<file path="src/rtl/commit_ctrl.sv">
// commit_ctrl: commit-stage sequencer between the ROB head and the
// architectural register file. Retires at most one head entry per cycle,
// drives the register-file write port, handshakes stores with the LSB,
// redirects fetch and flushes the pipeline on a branch mispredict, and stops
// permanently on a HALT entry.
//
// Ports:
//   clk_in, rst_in (sync, active high), rdy_in (global enable / freeze)
//   head_*            : ROB head entry (valid, done, tag, kind, rd, val, pc,
//                       mispredict, target)
//   store_done        : LSB has completed the committed store
//   head_pop          : combinational retire strobe back to the ROB
//   write_rdy/rd/write_val : register-file write port
//   now_tag           : tag following the last committed entry
//   clear             : pipeline flush, held FLUSH_CYCLES cycles
//   commit_pulse/commit_pc : one-cycle retirement strobe (debug)
//   store_commit      : request to the LSB to perform the head store
//   pc_redirect_valid/pc_redirect : fetch redirect
//   halt              : simulation end
module commit_ctrl #(
    parameter int unsigned TAG_W        = 4,
    parameter int unsigned FLUSH_CYCLES = 2
) (
    input  logic             clk_in,
    input  logic             rst_in,
    input  logic             rdy_in,
    input  logic             head_valid,
    input  logic             head_done,
    input  logic [TAG_W-1:0] head_tag,
    input  logic [1:0]       head_kind,
    input  logic [4:0]       head_rd,
    input  logic [31:0]      head_val,
    input  logic [31:0]      head_pc,
    input  logic             head_mispredict,
    input  logic [31:0]      head_target,
    input  logic             store_done,
    output logic             head_pop,
    output logic             write_rdy,
    output logic [4:0]       rd,
    output logic [31:0]      write_val,
    output logic [TAG_W-1:0] now_tag,
    output logic             clear,
    output logic             commit_pulse,
    output logic [31:0]      commit_pc,
    output logic             store_commit,
    output logic             pc_redirect_valid,
    output logic [31:0]      pc_redirect,
    output logic             halt
);

    localparam int unsigned CNT_W = 3;
    localparam logic [TAG_W-1:0] TAG_FIRST = TAG_W'(1);
    localparam logic [TAG_W-1:0] TAG_LAST  = '1;

    localparam logic [1:0] KIND_REG    = 2'd0;
    localparam logic [1:0] KIND_STORE  = 2'd1;
    localparam logic [1:0] KIND_BRANCH = 2'd2;
    localparam logic [1:0] KIND_HALT   = 2'd3;

    typedef enum logic [1:0] {
        RUN        = 2'd0,
        WAIT_STORE = 2'd1,
        FLUSH      = 2'd2,
        HALTED     = 2'd3
    } state_t;

    state_t             state, state_nxt;
    logic [CNT_W-1:0]   flush_cnt, flush_cnt_nxt;
    logic               write_rdy_nxt;
    logic [4:0]         rd_nxt;
    logic [31:0]        write_val_nxt;
    logic [TAG_W-1:0]   now_tag_nxt;
    logic               clear_nxt;
    logic               commit_pulse_nxt;
    logic [31:0]        commit_pc_nxt;
    logic               store_commit_nxt;
    logic               pc_redirect_valid_nxt;
    logic [31:0]        pc_redirect_nxt;
    logic               halt_nxt;
    logic [TAG_W-1:0]   tag_after_head;

    // Tag 0 means "no dependency", so the successor of the last tag is 1.
    always_comb begin
        tag_after_head = (head_tag == TAG_LAST) ? TAG_FIRST : head_tag + TAG_W'(1);
    end

    // Next-state and next-output logic.
    always_comb begin
        state_nxt             = state;
        flush_cnt_nxt         = flush_cnt;
        head_pop              = 1'b0;
        write_rdy_nxt         = 1'b0;
        rd_nxt                = rd;
        write_val_nxt         = write_val;
        now_tag_nxt           = now_tag;
        clear_nxt             = clear;
        commit_pulse_nxt      = 1'b0;
        commit_pc_nxt         = commit_pc;
        store_commit_nxt      = store_commit;
        pc_redirect_valid_nxt = 1'b0;
        pc_redirect_nxt       = pc_redirect;
        halt_nxt              = halt;

        // With rdy_in low everything holds and strobes fall to 0, so a
        // strobe is never presented twice for the same retirement.
        if (rdy_in && !rst_in) begin
            unique case (state)
                RUN: begin
                    if (head_valid && head_done) begin
                        if (head_kind == KIND_STORE) begin
                            store_commit_nxt = 1'b1;
                            state_nxt        = WAIT_STORE;
                        end else begin
                            head_pop = 1'b1;
                        end
                    end
                end
                WAIT_STORE: begin
                    if (store_done) begin
                        head_pop         = 1'b1;
                        store_commit_nxt = 1'b0;
                        state_nxt        = RUN;
                    end
                end
                FLUSH: begin
                    // The ROB restarts allocation at tag 1 after a flush.
                    if (flush_cnt == '0) begin
                        clear_nxt   = 1'b0;
                        now_tag_nxt = TAG_FIRST;
                        state_nxt   = RUN;
                    end else begin
                        flush_cnt_nxt = flush_cnt - CNT_W'(1);
                    end
                end
                HALTED: begin
                end
                default: begin
                    state_nxt = RUN;
                end
            endcase

            // Side effects common to every retirement.
            if (head_pop) begin
                commit_pulse_nxt = 1'b1;
                commit_pc_nxt    = head_pc;
                now_tag_nxt      = tag_after_head;
                if (state == RUN) begin
                    unique case (head_kind)
                        KIND_REG, KIND_BRANCH: begin
                            write_rdy_nxt = (head_rd != 5'd0);
                            rd_nxt        = head_rd;
                            write_val_nxt = head_val;
                            if (head_kind == KIND_BRANCH && head_mispredict) begin
                                pc_redirect_valid_nxt = 1'b1;
                                pc_redirect_nxt       = head_target;
                                clear_nxt             = 1'b1;
                                flush_cnt_nxt         = CNT_W'(FLUSH_CYCLES - 1);
                                state_nxt             = FLUSH;
                            end
                        end
                        KIND_HALT: begin
                            halt_nxt  = 1'b1;
                            state_nxt = HALTED;
                        end
                        default: begin
                        end
                    endcase
                end
            end
        end
    end

    // State and registered outputs.
    always_ff @(posedge clk_in) begin
        if (rst_in) begin
            state             <= RUN;
            flush_cnt         <= '0;
            write_rdy         <= 1'b0;
            rd                <= 5'd0;
            write_val         <= 32'd0;
            now_tag           <= TAG_FIRST;
            clear             <= 1'b0;
            commit_pulse      <= 1'b0;
            commit_pc         <= 32'd0;
            store_commit      <= 1'b0;
            pc_redirect_valid <= 1'b0;
            pc_redirect       <= 32'd0;
            halt              <= 1'b0;
        end else begin
            state             <= state_nxt;
            flush_cnt         <= flush_cnt_nxt;
            write_rdy         <= write_rdy_nxt;
            rd                <= rd_nxt;
            write_val         <= write_val_nxt;
            now_tag           <= now_tag_nxt;
            clear             <= clear_nxt;
            commit_pulse      <= commit_pulse_nxt;
            commit_pc         <= commit_pc_nxt;
            store_commit      <= store_commit_nxt;
            pc_redirect_valid <= pc_redirect_valid_nxt;
            pc_redirect       <= pc_redirect_nxt;
            halt              <= halt_nxt;
        end
    end

endmodule
</file>
<file path="config.mk">
export PLATFORM = sky130hd
export DESIGN_NAME = commit_ctrl
export DESIGN_NICKNAME = d
export VERILOG_FILES = /design/src/rtl/commit_ctrl.sv
export SDC_FILE = /design/constraint.sdc
export NUM_CORES = 1
export LEC_CHECK = 0
export CELL_PAD_IN_SITES_DETAIL_PLACEMENT = 0
export CELL_PAD_IN_SITES_GLOBAL_PLACEMENT = 1
export CORE_ASPECT_RATIO = 2
export CORE_UTILIZATION = 48
export CTS_BUF_LIST = sky130_fd_sc_hd__clkbuf_16
export CTS_CLUSTER_SIZE = 28
export DETAILED_ROUTE_END_ITERATION = 12
export DONT_BUFFER_PORTS = 1
export GPL_TIMING_DRIVEN = 0
export PLACE_DENSITY = 0.93
export SLEW_MARGIN = 10
export SYNTH_ARGS = -nofsm -noshare
export SYNTH_HDL_FRONTEND = slang
export SYNTH_SLANG_ARGS = --single-unit
</file>
<file path="constraint.sdc">
create_clock -name clk_in -period 5.1 [get_ports clk_in]
set_clock_uncertainty 0.15 [all_clocks]
set_input_delay 1.02 -clock clk_in [delete_from_list [all_inputs] [get_ports clk_in]]
set_output_delay 1.02 -clock clk_in [all_outputs]
set_load 0.03 [all_outputs]
</file>
==> results of run 1 <==
-- metrics by stage --
stage	cell area, um^2	setup slack, ns	util [%]	instances	hold WS [ns]
floorplan	4801	2.079	-	526	0.3356
global placement	4966	1.961	51.20	658	0.3463
detailed placement	4966	1.938	51.20	658	0.3594
CTS	5534	1.932	57.06	690	0.3661
global route	5534	1.879	57.06	690	0.3889
finish	5534	1.944	57.06	690	0.3638
-- flip-flops by register name (all words and copies together) (netlist names) --
signal	flops
commit_pc	32
pc_redirect	32
write_val	32
rd	5
now_tag	4
flush_cnt	3
state	2
clear	1
commit_pulse	1
halt	1
pc_redirect_valid	1
store_commit	1
write_rdy	1
-- layout make-up --
| class | instances | area [um^2] |
|---|---|---|
| fillers | 877 | 4165 |
| plain buffers | 38 | 305.3 |
| well taps | 132 | 165.2 |
| inverters | 7 | 27.53 |
| flip-flops and latches | 116 | 2322 |
| clock inverters | 15 | 142.6 |
| multi-input cells | 365 | 2146 |
| clock buffers | 17 | 425.4 |
-- power by group through the flow --
stage / clock network, mW / logic (mW) / registers (mW)
floorplan: 0 / 0.0721 / 0.981
global placement: 0 / 0.0856 / 0.984
global route: 1.19 / 0.0963 / 0.966
detailed placement: 0 / 0.0888 / 0.985
finish: 1.13 / 0.0880 / 0.965
CTS: 1.15 / 0.0893 / 0.965
-- cells by family (layout without fill, tap and decap cells) --
family,count (synthesis),count (layout)
AOI/OAI and AO/OA,123,123
buffers and inverters,45,77
xor gates and xnor gates,2,2
DFF,116,116
and+or+nand+nor,236,236
muxes,1,1
adders and majority gates,3,3
-- how the worst max path moves through the flow --
stage	startpoint	end	slack, ns	cells after the start
floorplan	head_kind[1]	head_pop	2.08	5
global placement	head_kind[1]	head_pop	1.96	5
detailed placement	head_kind[1]	head_pop	1.94	5
CTS	head_kind[1]	head_pop	1.93	5
global route	rdy_in	head_pop	1.88	5
finish	rdy_in	head_pop	1.94	5
-- worst max-delay path: stages --
cell and delay, ns:
sky130_fd_sc_hd__nor2b_1 0.10, sky130_fd_sc_hd__clkbuf_1 0.31, sky130_fd_sc_hd__and2_1 0.20, sky130_fd_sc_hd__buf_6 0.17
sky130_fd_sc_hd__buf_12 0.18
-- Yosys cell counts, types with 2 or more instances --
cell	count	area (um^2)
sky130_fd_sc_hd__a21oi_2	30	262.8
sky130_fd_sc_hd__nand3_1	36	180.2
sky130_fd_sc_hd__and2_1	3	18.77
sky130_fd_sc_hd__o21ai_0	7	35.03
sky130_fd_sc_hd__nand2_1	112	420.4
sky130_fd_sc_hd__buf_2	9	45.04
sky130_fd_sc_hd__clkbuf_1	17	63.81
sky130_fd_sc_hd__o21ai_2	29	254.0
sky130_fd_sc_hd__nand2_2	30	187.7
sky130_fd_sc_hd__dfxtp_1	116	2322
sky130_fd_sc_hd__ha_1	3	37.54
sky130_fd_sc_hd__a22o_1	3	26.28
sky130_fd_sc_hd__buf_12	7	140.1
sky130_fd_sc_hd__nor2b_1	3	18.77
sky130_fd_sc_hd__o21ai_1	3	15.01
sky130_fd_sc_hd__nor2_1	5	18.77
sky130_fd_sc_hd__nand2b_1	35	219.0
sky130_fd_sc_hd__inv_1	6	22.52
sky130_fd_sc_hd__buf_6	5	56.30
sky130_fd_sc_hd__a21oi_1	44	220.2
sky130_fd_sc_hd__nor3_1	2	10.01
sky130_fd_sc_hd__a31oi_1	2	12.51
-- routing by layer --
metal,part of all wire [%],routed length [um]
met1,34,3919
met2,57,6533
met3,7.2,822
met4,1.5,177
met5,0,0
==> impl_summary.md, run 1 <==
Logic synthesis
The complex-gate fraction of the synthesized area is 18.27%. The portion of synthesized area spent on multiplexers is 0.2085%. After synthesis, flip-flops and latches occupy 48.37% of the total area. The synthesized netlist occupies a cell area of 4801 um^2. The Yosys step of the flow raised 0 warnings. The most used flip-flop cell after synthesis is sky130_fd_sc_hd__dfxtp_1. The net count after synthesis is 643. The synthesized netlist devotes 0.7819% of its cell area to adder and majority cells. Counting flops with a built-in enable in the synthesized netlist gives 0. The post-synthesis register bit count is 116.

The fraction of registers with async set or reset after synthesis is 0%. After synthesis, the mean cell area works out to 9.127 um^2. Yosys mapped the design onto 41 distinct sky130hd cell types. The simple-gate portion of the synthesized area is 25.07%. Of the total synthesized cell area, the portion taken by XOR and XNOR cells is 0.3649%. The gate count after technology mapping is 526. The main combinational cell family by area after synthesis is simple AND/OR/NAND/NOR gates.

Clock tree
The number of H-tree branching levels is 4. Clock-pin slew was measured on the worst setup and hold paths at 0.05 ns. The number of setup buffers added after CTS is 0. The latest clock arrival within the worst-skew pair is 0.40 ns.

The root buffer cell chosen for the clock tree is sky130_fd_sc_hd__clkbuf_16. The clock tree from TritonCTS is built. The count of hold buffers inserted by post-cts repair is 0.

CTS saw 116 sinks. The number of clock buffers added by TritonCTS is 17. Once the clock tree was built, the resizer swapped 0 gates to a different size.

The clock passes through at most 2 buffers.

Power
The power density over the cells is 394.2 nW/um^2. The final total power is 2.182 mW. Summed over all nets, the switching power comes to 0.5119 mW. Summed over all cells, the static leakage comes to 1.862 nW. The combinational cell fraction of total power is 4.0%. The internal power of the cells totals 1.670 mW. The clock power share is 51.7%. The switching share of power is 23.46%. Across the VDD grid, the largest voltage drop is 0.0002515 V.

Sequential cells account for 44.2% of the total power.

Global routing
In the global route stage, met1 resource usage came out at 18.61%. The first-pass GRT wire length is 16980 um. The via count of the first global-routing pass is 3622. Entering global routing, the biggest net connects 17 pins. met2 is the most crowded layer. The leftover overflow at the end of global routing is 0. The initial antenna violation count came to 0.

For met3 alone, demand over resource in global routing was 7.994%. Global routing used 21.49% of the available tracks across all layers. The global-route met2 utilization is 41.22%.

Placed design
At the end of routability-driven placement, the weighted congestion stood at 0.7697. After legalization and detailed placement, the total HPWL measured 8641 um. The count of buffers added on input and output ports is 0.

STA
The final-report setup violation count is 0. The fraction of the cycle the final worst path needs is 61.89%. The final count of pins violating max slew is 0. Setup repair after global routing left no endpoint under its margin. After layout, the minimum clock period comes to 3.156 ns.

Setup total negative slack on the finished layout was measured at 0 ns. The highest clock rate is 316.8 MHz. The headroom to the max-slew limit is 53.38%. The count of endpoints failing hold in the final timing report is 0. The slew of the pin with the lowest slew margin is 0.6994 ns.

Worst hold path
The hold path depth is 2. The worst min-delay path startpoint is flush_cnt[1]$_SDFFE_PP0P_. The min-delay analysis places its worst path in the category flip-flop to flip-flop. The path with the worst hold slack has its endpoint at flush_cnt[1]$_SDFFE_PP0P_.

Finish
0 antenna diodes ended up in the layout. The post-route netlist has 26.16% of its cells at a drive strength greater than 1. In the layout the commonest cells are sky130_fd_sc_hd__dfxtp_1, sky130_fd_sc_hd__nand2_1, sky130_fd_sc_hd__a21oi_1. The commonest non-fill, non-tap cell in the layout is sky130_fd_sc_hd__dfxtp_1. The count of nets after finishing is 662. Compared with the post-synthesis result, the final layout area differs by 15.27%.

Setup path
The setup check on the worst reg-to-reg path leaves a slack of 3.30 ns. The startpoint type of the worst setup path is a primary input. The cell depth of the worst flop-to-flop path is 7. In this run the worst path has a maximum fanout of 10. In this run the critical register-to-register path is launched from state[0]$_SDFFE_PP0P_. For the worst setup path, the data required time is 3.93 ns. The kind of critical path is primary input to output pin.

The arrival time of data at the critical path endpoint is 1.99 ns. The capturing point of the worst reg2reg path is commit_pc[31]$_SDFFE_PP0N_. The worst setup path is captured at an output pin.

Flow run
The count of maximum capacitance violations is 0.

Routing
The detailed router finished its first iteration with 147 violations. The total DRC errors in the routed layout is 0. The detail-routed net length per standard cell is 16.60 um. The final layout contains routed wiring with a total length of 11450 um.

The count of nets left with antenna violations once routing finished came out at 0. The via-per-instance ratio is 5.336. The routed layout has 3682 vias.

The first TritonRoute pass finished after 4 iterations.

Floorplanning
The floorplan step defined a die boundary enclosing 10430 um^2. The floorplan die width is 72.72 um. The floorplan has 51 rows.

The core area is 9699 um^2. The die is 143.4 um tall. In this run the count of I/O pins placed on the die edge is 226. The starting utilization of the core area is 49.50%.

Status
The run finished with clean final reports.
Note: power is estimated with default switching activity, not from simulation.
==> run 2, diff against run 1 <==
Settings changed: CORE_UTILIZATION 48 to 40, PLACE_DENSITY 0.93 to 0.84.
Clock period 5.1 ns to 2.8 ns, I/O delays scaled along.
==> run 2 against run 1 <==
Compared with the run above: sequential share of layout area shrank 0.076 points; clock power grew 79%; final cell count grew 1.9%; combinational power grew 83%; worst hold slack lost 0.26 ns; critical path depth grew 1; count of clock-buffer cells in the layout is the same; cell area grew 0.18%; critical path type is now flip-flop to output pin; critical endpoint unchanged; largest cell class unchanged; largest power group unchanged; highest routed layer unchanged.
==> impl_summary.md, run 2 (synthesis gave the netlist of run 1 again) <==
Status
The flow ran to the end, and the final reports show no timing, DRC or antenna violations.

Clock tree
The post-CTS setup-driven buffer insertion count is 0. For the worst-skew pair, the clock arrives at the later sink with an insertion delay of 0.40 ns. The buffer type at the clock tree root is sky130_fd_sc_hd__clkbuf_16.

The clock transition at the register clock pins on the worst setup and hold paths after CTS is 0.06 ns. The number of buffers on the longest clock path is 2. The number of clock buffers inserted by TritonCTS is 17.

The count of hold buffers inserted by post-cts repair is 0. Once the clock tree was built, the resizer swapped 0 gates to a different size. The H-tree was split into 4 levels. TritonCTS built the clock tree. The clock net sink count is 116.

Power
The net switching power is 0.9751 mW. Power spread over the standard cell area amounts to 711.1 nW/um^2. The clock power share is 51.4%. In this run switching power makes up 24.73% of total power. Cell internal power was estimated by the tool at 2.967 mW. The share of power burned in registers is 44.6%. In this run the static leakage power is 1.848 nW.

IR analysis of the VDD net gives a maximum drop of 0.0004466 V. The share of total power dissipated in combinational logic is 4.1%.

Setup path
Across all register-to-register paths, the minimum setup slack is 1.03 ns. In this design, the critical path's most frequently occurring cell is sky130_fd_sc_hd__buf_6. The worst-path cell with the longest stage delay is sky130_fd_sc_hd__dfxtp_1. The maximum net fanout on the critical path is 10. The worst setup path is launched from a flip-flop. STA classifies the critical path endpoint as an output pin. The kind of critical path is flip-flop to output pin. Data on the critical path arrives at its endpoint at 1.85 ns. The largest single stage delay on the critical path is 0.30 ns.

The signal on the critical path passes through buf_6, nand4bb_4, o21ai_4, and2_1, buf_6, buf_12. The worst path required time is 2.09 ns.

Flow run
The tool flagged a number of max-cap violations equal to 0.

Placed design
The detailed-placement wirelength estimate is 9082 um. Before CTS, the worst setup slack after placement is 0.5640 ns. The congestion estimate from routability-driven global placement came to 0.7812. In this run the tool buffered the top-level ports with 0 buffer cells.

Global routing
Global routing consumed, over all layers together, 18.78% of the routing resources. The initial antenna violation count came to 0. The first global-routing pass estimated 17920 um of wire. Entering global routing, the biggest net connects 17 pins. The total overflow left after global routing is 0. The via count of the first global-routing pass was 3789.

Routing
The detail route stage leaves a number of antenna-violating nets equal to 0. Before antenna repair, the detailed router went through 4 iterations. The number of DRC markers in iteration 0 is 108.

For this run, design rule violations remaining after detail routing come to 0. The overall via count from detail_route is 3671. The detail-routed net length per standard cell is 16.67 um.

In the routed layout, each cell is associated on average with a via count of 5.222. The total length of routed wires is 11720 um.

STA
The post-route worst setup slack is 0.2378 ns. The clock period minus final worst setup slack is 2.562 ns. The final-layout setup total negative slack is 0 ns. Setup repair after global routing left no endpoint under its margin. The slew of the pin with the lowest slew margin is 0.7191 ns. The final-report setup violation count is 0. In this run the tightest slew margin relative to its limit is 52.06%. The count of endpoints failing hold in the final timing report was 0. The highest clock rate is 390.3 MHz. The final count of pins violating max slew is 0. The fraction of the cycle the final worst path needs is 91.51%.

Floorplanning
The number of rows created at floorplan is 56. The floorplan die width is 79.47 um. The floorplan step defined a die boundary enclosing 12470 um^2. In this run the count of I/O pins placed on the die edge is 226. The starting utilization of the core area is 41.03%.

From bottom edge to top edge, the die measures 156.9 um. The core region is 11700 um^2.

Finish
The count of nets after finishing is 662. In the final layout, flip-flops and latches occupy 2322 um^2. Relative to the synthesized area, the layout overhead comes to 15.48%. The fill cell total of the finished layout is 1124. The number of diodes is 0. Summing all multi-input logic gate instances after layout gives 2146 um^2.

In the layout the commonest cells are sky130_fd_sc_hd__dfxtp_1, sky130_fd_sc_hd__nand2_1, sky130_fd_sc_hd__a21oi_1. The fraction of layout instances using a drive strength above 1 is 26.34%. In the final layout, the registers with the most flip-flops are commit_pc: 32 flops, pc_redirect: 32 flops, write_val: 32 flops. Leaving out fill and tap cells, the most frequent cell in the layout is sky130_fd_sc_hd__dfxtp_1.

Worst hold path
The path type of the worst min-delay path is primary input to flip-flop.
-- run 2: power groups by stage --
stage	Combinational [mW]	Clock (mW)	Sequential (mW)
after floorplan	0.131	0	1.79
after global placement	0.158	0	1.79
after detailed placement	0.164	0	1.79
after CTS	0.165	2.07	1.76
after global routing	0.177	2.17	1.76
final	0.161	2.02	1.76
-- run 2: path summary, 6_finish.rpt --
check                                               start                          to  cells past startpoint
worst max-delay path                state[0]$_SDFFE_PP0P_                    head_pop                      6
worst min-delay path                               rdy_in   store_commit$_SDFFE_PP0P_                      1
worst max register to register      state[0]$_SDFFE_PP0P_  commit_pc[29]$_SDFFE_PP0N_                      7
worst min register to register  flush_cnt[1]$_SDFFE_PP0P_   flush_cnt[1]$_SDFFE_PP0P_                      2
-- run 2: stage by stage --
step / cells / hold WS (ns) / utilization (%) / power, mW / cell area (um^2)
final: 703 / 0.1086 / 47.38 / 3.942 / 5544
after global routing: 703 / 0.08728 / 47.38 / 4.102 / 5544
after CTS: 703 / 0.08242 / 47.38 / 3.996 / 5544
after detailed placement: 671 / 0.3511 / 42.58 / 1.957 / 4982
after global placement: 671 / 0.3443 / 42.58 / 1.951 / 4982
after floorplan: 526 / 0.3356 / - / 1.917 / 4801
-- run 2: layout make-up --
type | count | share of cell area (%)
Buffer | 38 | 5.507
Clock buffer | 17 | 7.673
Clock inverter | 15 | 2.460
Inverter | 7 | 0.4965
Multi-Input combinational cell | 365 | 38.70
Sequential cell | 116 | 41.89
Tap cell | 145 | 3.272
-- run 2: worst max-delay path, delay by kind of cell, from the launching register on --
family / cells / cell delay (ns)
buf+inv: 3 / 0.48
simple gates: 2 / 0.41
flops: 1 / 0.30
compound gates: 1 / 0.25
-- run 2: layer usage --
layer,GRT usage [%],wire [um],vias up
li1,-,-,1792
met1,15.98,3820,1716
met2,36.63,6760,150
met3,7.188,970,13
met4,8.571,170,0
met5,0,0,-
==> run 3, diff against run 2 <==
Settings changed: GPL_TIMING_DRIVEN 0 to not set, RECOVER_POWER set to 100.
==> run 3 against run 2 <==
Compared with the run above: worst hold slack got worse by 0.031 ns; wire length fell by 5.1%; count of clock-buffer cells in the layout did not move; global-route usage fell by 1.2 points; non-clock buffer count fell by 32; sequential power barely moved; total power rose by 2.1%.
==> impl_summary.md, run 3 (synthesis gave the netlist of run 1 again) <==
Routing
The detail-routed net length per standard cell is 16.61 um. The overall via count from detail_route is 3558. The first-pass iteration count of the detailed router is 4. The total DRC errors in the routed layout is 0. The first routing iteration left 130 violations. The via-per-instance ratio is 5.310. The remaining antenna violation count is 0.

The total length of routed wires is 11130 um.

STA
Dividing the final minimum period by the clock period gives 82.55%. Setup repair after global routing left no endpoint under its margin. The final count of pins violating max slew is 0. For the pin with the worst max-slew slack, the measured transition is 0.7218 ns.

Setup violations remaining at the end of the flow were counted as 0. Setup total negative slack on the finished layout was measured at 0 ns. The clock period minus final worst setup slack is 2.311 ns.

Headroom to the max-slew limit came out at 51.88%. The count of endpoints failing hold in the final timing report is 0. Static timing analysis puts the maximum clock frequency at 432.7 MHz.

Placed design
After detailed placement, the total cell area comes to 4726 um^2. Routability-driven placement finished with a final weighted congestion of 0.7485. Once placement completed, the tool counted placed cells totaling 639.

The wire-length estimate of the detail-placed layout is 7709 um. The number of port buffers is 0.

Worst hold path
The path type of the worst min-delay path is primary input to flip-flop. The hold path depth is 1.

Floorplanning
The die extent in y is 156.9 um. The floorplan die width is 79.47 um. The I/O pin count is 226. The die covers 12470 um^2.

After floorplanning, the core was divided into 56 placement rows. After floorplanning, the core was sized to cover 11700 um^2. The starting utilization of the core area is 41.03%.

Clock tree
Counting the buffers created by CTS gives 17. Hold repair after CTS inserted 0 buffers. For this design, the sink count on the clock tree is 116. The clock tree from TritonCTS is built. CTS built an H-tree with a depth of 4. The number of buffers on the longest clock path is 2. Gates resized during post-CTS repair numbered 0. The root buffer cell chosen for the clock tree is sky130_fd_sc_hd__clkbuf_16.

Clock-pin slew was measured on the worst setup and hold paths at 0.06 ns. The post-CTS setup-driven buffer insertion count is 0. The latest clock arrival within the worst-skew pair is 0.40 ns.

Setup path
The maximum net fanout on the critical path is 9. The worst register-to-register path has a depth of 5. The critical path in this run is classified as flip-flop to output pin.

The startpoint type of the worst setup path is a flip-flop. The slowest stage of the critical path belongs to the cell sky130_fd_sc_hd__and2_2. The number of buffer and inverter instances along the worst setup path is 0.

Broken down by cell family, the worst path's largest delay share belongs to simple AND/OR/NAND/NOR gates. The category of the worst setup path capture point is an output pin. The signal on the critical path passes through nand4bb_1, o21ai_0, and2_2. At the worst endpoint, the required time is 2.09 ns. The largest stage delay on the critical path is 0.37 ns.

The critical path crosses 3 cells after its start point. Data arrives at the worst endpoint at 1.60 ns.

Power
VDD sags by at most 0.0004675 V. For this design the static power due to leakage is 1.708 nW. The net switching power is 0.9134 mW. Net switching is 22.69% of the power. In this run the power density over the cells is 779.9 nW/um^2. Combinational logic burns 2.5% of the power. The clock power share is 53.8%. The share of total power dissipated in sequential elements is 43.7%. The internal power summed over all cells is 3.113 mW. The design draws 4.026 mW.

Global routing
Entering global routing, the biggest net connects 114 pins. The via count of the first global-routing pass is 3627. The initial antenna violation count is 0. Summed over all layers, the global routing overflow is 0. The global routing usage summed across all routing layers is 17.62%.

The first global-routing pass estimated 16880 um of wire.

Status
The flow ran to the end, and the final reports show no timing, DRC or antenna violations.

Flow run
Max-cap violations in this run came to 0.

Finish
The repair_antennas step left the layout with diodes totalling 0. Leaving out fill and tap cells, the most frequent cells in the layout are sky130_fd_sc_hd__dfxtp_1, sky130_fd_sc_hd__nand2_1, sky130_fd_sc_hd__a21oi_1. The count of nets after finishing is 630. The largest registers in the layout are commit_pc: 32 flops, pc_redirect: 32 flops, write_val: 32 flops. The commonest non-fill, non-tap cell in the layout is sky130_fd_sc_hd__dfxtp_1.

Of the cells placed in the final design, the portion with a size suffix greater than 1 is 19.43%. The final non-filler cell total is 670. From synthesis to final layout, the design area changed by 7.532%. With fillers left out, the area of the finished cells amounts to 5162 um^2.
[run 3: cell types whose count changed in the layout (fill, tap and decap cells not counted), sizes merged]
cell / before / now
clkinv: 7 / 6
bufinv: 1 / 3
buf: 21 / 2
clkinvlp: 5 / 3
clkbuf: 34 / 21
[run 3: area by class of cell]
class | instances | area (um^2)
clock inverters | 14 | 162.7
flip-flops and latches | 116 | 2322
well taps | 145 | 181.4
repair buffers | 6 | 35.03
fillers | 1172 | 6539
multi-input cells | 365 | 2008
inverters | 7 | 27.53
clock buffers | 17 | 425.4
[run 3: worst paths after layout]
kind | startpoint | end | slack, ns
max | state[0]$_SDFFE_PP0P_ | head_pop | 0.49
min reg2reg | flush_cnt[1]$_SDFFE_PP0P_ | flush_cnt[1]$_SDFFE_PP0P_ | 0.35
min | rst_in | rd[2]$_SDFFE_PP0P_ | 0.08
max reg2reg | state[0]$_SDFFE_PP0P_ | commit_pc[4]$_SDFFE_PP0N_ | 0.76
[run 3: metrics by stage]
step	worst slack (ns)	hold slack, ns	util [%]
after global routing	0.3315	0.05451	44.12
after global placement	0.7424	0.3392	40.39
after CTS	0.4755	0.05462	45.41
after detailed placement	0.7095	0.3505	40.39
after floorplan	0.6987	0.3356	-
final	0.4887	0.07761	44.12
[run 3: per-layer routing]
layer	wire, um	global-route usage, %
met1	3926	16.61
met2	6073	32.40
met3	799	5.507
met4	328	10.22
met5	0	0
[run 3: power by group through the flow]
stage	Combinational (mW)	Sequential [mW]	Clock, mW
floorplan	0.131	1.79	0
global placement	0.111	1.79	0
detailed placement	0.115	1.79	0
CTS	0.116	1.76	2.22
global route	0.112	1.76	2.29
finish	0.101	1.76	2.17
